File: config.mk
export PLATFORM = sky130hd
export DESIGN_NAME = subtractor_4bit_serial
export DESIGN_NICKNAME = d
export VERILOG_FILES = /design/src/rtl/subtractor_4bit_serial.sv
export SDC_FILE = /design/constraint.sdc
export NUM_CORES = 1
export LEC_CHECK = 0
export BUFFER_PORTS_ARGS = -buffer_cell sky130_fd_sc_hd__clkbuf_2
export CAP_MARGIN = 10
export CORE_ASPECT_RATIO = 1.25
export CORE_MARGIN = 4
export CORE_UTILIZATION = 45
export CTS_CLUSTER_SIZE = 16
export DETAILED_ROUTE_END_ITERATION = 6
export GPL_TIMING_DRIVEN = 1
export PLACE_DENSITY = 0.66
export SYNTH_ARGS = -nofsm -noshare
export SYNTH_HDL_FRONTEND = slang
export SYNTH_SLANG_ARGS = --single-unit
File: constraint.sdc
create_clock -name clk -period 3.4 [get_ports clk]
set_input_delay 0.68 -clock clk [delete_from_list [all_inputs] [get_ports clk]]
set_output_delay 0.68 -clock clk [all_outputs]
set_load 0.01 [all_outputs]
File: src/rtl/subtractor_4bit_serial.sv
// Bit-serial subtractor: diff = a - b - bin, one bit per clock, LSB first.
// Operands captured on an input handshake; result held until accepted.
module subtractor_4bit_serial #(
    parameter int WIDTH = 4
) (
    input  logic             clk,
    input  logic             rst,
    input  logic             in_valid,
    output logic             in_ready,
    input  logic [WIDTH-1:0] a,
    input  logic [WIDTH-1:0] b,
    input  logic             bin,
    output logic             out_valid,
    input  logic             out_ready,
    output logic [WIDTH-1:0] diff,
    output logic             bout
);

    localparam int CNT_W = (WIDTH > 2) ? $clog2(WIDTH) : 1;
    localparam logic [CNT_W-1:0] LAST = CNT_W'(WIDTH - 1);

    typedef enum logic [1:0] {
        IDLE = 2'd0,
        CALC = 2'd1,
        HOLD = 2'd2
    } state_t;

    state_t state;
    state_t state_nx;

    logic [WIDTH-1:0] a_sr;
    logic [WIDTH-1:0] b_sr;
    logic [WIDTH-1:0] res_sr;
    logic [WIDTH-1:0] res_nx;
    logic [CNT_W-1:0] cnt;
    logic             br;

    logic             a_i;
    logic             b_i;
    logic             d_i;
    logic             br_nx;
    logic             accept;
    logic             calc;
    logic             last;
    logic             release_hold;

    // One full-subtractor cell applied to the current LSB of the operands.
    always_comb begin
        a_i    = a_sr[0];
        b_i    = b_sr[0];
        d_i    = a_i ^ b_i ^ br;
        br_nx  = (~a_i & b_i) | (~(a_i ^ b_i) & br);
        res_nx = (res_sr >> 1) | {d_i, {(WIDTH-1){1'b0}}};
    end

    // State register; reset always returns to IDLE.
    always_ff @(posedge clk) begin
        if (rst) begin
            state <= IDLE;
        end else begin
            state <= state_nx;
        end
    end

    // Next-state and handshake decode.
    always_comb begin
        state_nx     = state;
        in_ready     = 1'b0;
        accept       = 1'b0;
        calc         = 1'b0;
        last         = 1'b0;
        release_hold = 1'b0;
        unique case (state)
            IDLE: begin
                in_ready = 1'b1;
                if (in_valid) begin
                    accept   = 1'b1;
                    state_nx = CALC;
                end
            end
            CALC: begin
                calc = 1'b1;
                if (cnt == LAST) begin
                    last     = 1'b1;
                    state_nx = HOLD;
                end
            end
            HOLD: begin
                if (out_ready) begin
                    release_hold = 1'b1;
                    state_nx     = IDLE;
                end
            end
            default: begin
                state_nx = IDLE;
            end
        endcase
    end

    // Serial datapath: capture, shift one bit per cycle, publish on the last bit.
    always_ff @(posedge clk) begin
        if (rst) begin
            a_sr      <= '0;
            b_sr      <= '0;
            res_sr    <= '0;
            cnt       <= '0;
            br        <= 1'b0;
            diff      <= '0;
            bout      <= 1'b0;
            out_valid <= 1'b0;
        end else if (accept) begin
            a_sr   <= a;
            b_sr   <= b;
            br     <= bin;
            res_sr <= '0;
            cnt    <= '0;
        end else if (calc) begin
            a_sr   <= a_sr >> 1;
            b_sr   <= b_sr >> 1;
            br     <= br_nx;
            res_sr <= res_nx;
            if (last) begin
                cnt       <= '0;
                diff      <= res_nx;
                bout      <= br_nx;
                out_valid <= 1'b1;
            end else begin
                cnt <= cnt + CNT_W'(1);
            end
        end else if (release_hold) begin
            out_valid <= 1'b0;
        end
    end

endmodule
==> impl_metrics.csv <==
group,metric,value,unit
synth,async_reset_ff_frac,0,
floorplan,chipHeight,60.24,microns
global_route,grt_max_degree,23,
worst_setup_path,r2r-end,"bout",
worst_hold_path,min_path_cells,2,
global_route,grt.overflow.total,0,
synth,synth_area_leader_cell,"dfxtp_1",
pwr,p_sw,0.1273,mW
floorplan,die_x,49.79,microns
synth,ys.flop_type,"dfxtp_1",
worst_setup_path,reg2reg_depth,3,
timing,slew_headroom,0.6520,
pwr,p_int,0.4202,mW
synth,synthMuxAreaShare,0,
cts,cts_setup_buffers,0,
pwr,p_sw_frac,0.2325,
synth,yosysMostFrequentCell,"dfxtp_1",
global_route,grt_pass1_vias,792,
synth,synth-edff-count,0,
worst_setup_path,critPathRequiredTime,2720,ps
synth,yosys_register_bits,22,
synth,synth_common_cells,"dfxtp_1 (22), a21oi_1 (14), nor2_1 (13)",
global_route,antenna_found_initial,0,
pwr,share_comb_of_total_power,0.121,
route,vias_per_cell,5.667,
worst_setup_path,endpoint_kind,"output pin",
cts,clk_pin_slew,120,ps
timing,rsz0062_at_grt,"no",
cts,clk_latency,310,ps
synth,synth.area.top_cells,"dfxtp_1 (45%), a21oi_1 (7.1%), nor2_1 (5.0%)",
worst_setup_path,ff2ff_setup_slack,1970,ps
pwr,ir_drop,0.2526,mV
cts,cts_root_buf,"clkbuf_4",
floorplan,rows,18,
floorplan,fp.dieArea,2999,sq um
worst_setup_path,worstPathArrival,1330,ps
worst_hold_path,holdCritStartpoint,"diff[0]",
worst_setup_path,crit_fanout,16,
synth,synth-simple-area-share,0.1567,
place,gp_congestion,0.7326,
timing,drv_slew,0,
finish,drive_gt1_frac,0.2419,
timing,hold_slack,463.2,ps
cts,clockBufferDepth,2,
finish,area_growth,11.72,%
global_route,grt_usage,0.1441,
timing,finalHoldViolations,0,
pwr,p_per_area,498.9,nW/um^2
finish,fin_nets,140,
synth,synth_xor_area_frac,0,
cts,hold_buffers,0,
synth,synth_fp_nets,124,
route,drt_iter0_markers,10,
synth,yosys_warnings,0,
route,drt-total-wl,1.966,mm
synth,yosys.area_share.adder,0.03312,
timing,fin_worst_skew,3.746,ps
route,drc,0,
synth,syn_area_per_cell,9.011,sq um
cts,cts_buffers,3,
place,io_buffers,19,
status,status,"finished clean",
synth,yosysTopAreaCellShare,0.4484,
timing,max_clock_freq,498.3,MHz
place,place_hpwl,1.431,mm
synth,synth_top_family_by_area,"compound AO/OA/AOI/OAI gates",
worst_hold_path,hold_end,"diff[0]",
route,final_antenna_net_count,0,
worst_setup_path,cp-start-kind,"flop",
worst_setup_path,reg2reg_from,"state[0]",
cts,htree_levels,1,
synth,synth-compound-area-share,0.2688,
job,cap_violations,0,
synth,synth_cells,109,
timing,setup_viol,0,
route,vias,816,
finish,antennaDiodeCount,0,
floorplan,initial_core_util,0.4846,
timing,period_needed,2007,ps
pwr,p_leak,0.4547,nW
floorplan,core,2027,sq um
cts,cts.sinks,22,
cts,cts_tree,"built",
pwr,clkPwrFrac,0.365,
worst_setup_path,crit_type,"reg -> out",
timing,period_share,0.5903,
global_route,grt_pass1_wl,3.332,mm
worst_hold_path,min_path_type,"reg -> reg",
route,drtPass1Iterations,4,
synth,yosysUniqueCellTypes,29,
route,wl_per_cell,13.65,microns
synth,synth_area,982.2,sq um
floorplan,ios,20,
timing,worstMarginPinSlew,521.3,ps
cts,cts_resized,0,
synth,synth-seq-area-share,0.4484,
pwr,seqPwrFrac,0.514,
timing,tns,0,ps
==> metrics by stage <==
step	instances	power (mW)	util	setup WS, ps	area (sq um)
6_report	144	0.5474	0.5414	1393	1097
5_1_grt	144	0.5747	0.5414	1288	1097
4_1_cts	144	0.5546	0.5414	1374	1097
3_5_place_dp	140	0.3532	0.5154	1743	1045
3_3_place_gp	140	0.3518	0.5154	1772	1045
2_1_floorplan	109	0.3394	-	2017	982.2
==> cell type report <==
type / instances / area (sq um)
Inverter: 9 / 33.78
Tap cell: 20 / 25.02
Multi-Input combinational cell: 70 / 450.4
Timing Repair Buffer: 19 / 95.09
Clock inverter: 1 / 30.03
Sequential cell: 22 / 440.4
Clock buffer: 3 / 22.52
Fill cell: 200 / 929.6
==> power groups by stage <==
| stage | Clock (mW) | Combinational (mW) | Sequential, mW |
|---|---|---|---|
| 4_1_cts | 0.206 | 0.0666 | 0.282 |
| 5_1_grt | 0.217 | 0.0747 | 0.283 |
| 3_5_place_dp | 0 | 0.0656 | 0.288 |
| 2_1_floorplan | 0 | 0.0567 | 0.283 |
| 3_3_place_gp | 0 | 0.0651 | 0.287 |
| 6_report | 0.200 | 0.0663 | 0.281 |
==> cells in the final DEF (no fill, tap or decap), types with 4 or more instances in the layout <==
master and n:
nand3_1 4, clkbuf_2 19, dfxtp_1 22, a22oi_1 5, nor2_1 13, inv_1 9
nand2_1 6, a21oi_1 14
==> sequential cells by signal, summed over array words and instances, names as in the netlist <==
name,flops
a_sr,4
b_sr,4
bout,1
br,1
cnt,2
diff,4
out_valid,1
res_sr,3
state,2
==> worst max path at each step <==
stage / start / to / slack [ps] / depth (start not counted)
floorplan: in_valid / a_sr[1] / 2020 / 4
global placement: in_valid / b_sr[0] / 1770 / 4
detailed placement: in_valid / b_sr[0] / 1740 / 4
CTS: state[1] / in_ready / 1370 / 2
global route: state[1] / in_ready / 1290 / 2
finish: state[1] / in_ready / 1390 / 2
==> critical path, cell delays in order, from the launching register on <==
cell,delay [ps]
dfxtp_1,670
nor2_1,180
clkbuf_2,170
==> kinds of logic after synthesis <==
kind of cell	count (synthesis)
and+or+nand+nor	31
adders and majority gates	2
buffers and inverters	17
DFF	22
AOI/OAI and AO/OA	37
==> routing by layer <==
metal | global-route usage | wire (microns) | up-vias | share of wire
met5 | 0 | 0 | - | 0
met4 | 0.07510 | 30 | 0 | 0.015
met3 | 0.02494 | 49 | 4 | 0.025
met2 | 0.2741 | 1063 | 10 | 0.54
met1 | 0.1505 | 823 | 384 | 0.42
li1 | - | - | 418 | -
Note: power is estimated with default switching activity, not from simulation.
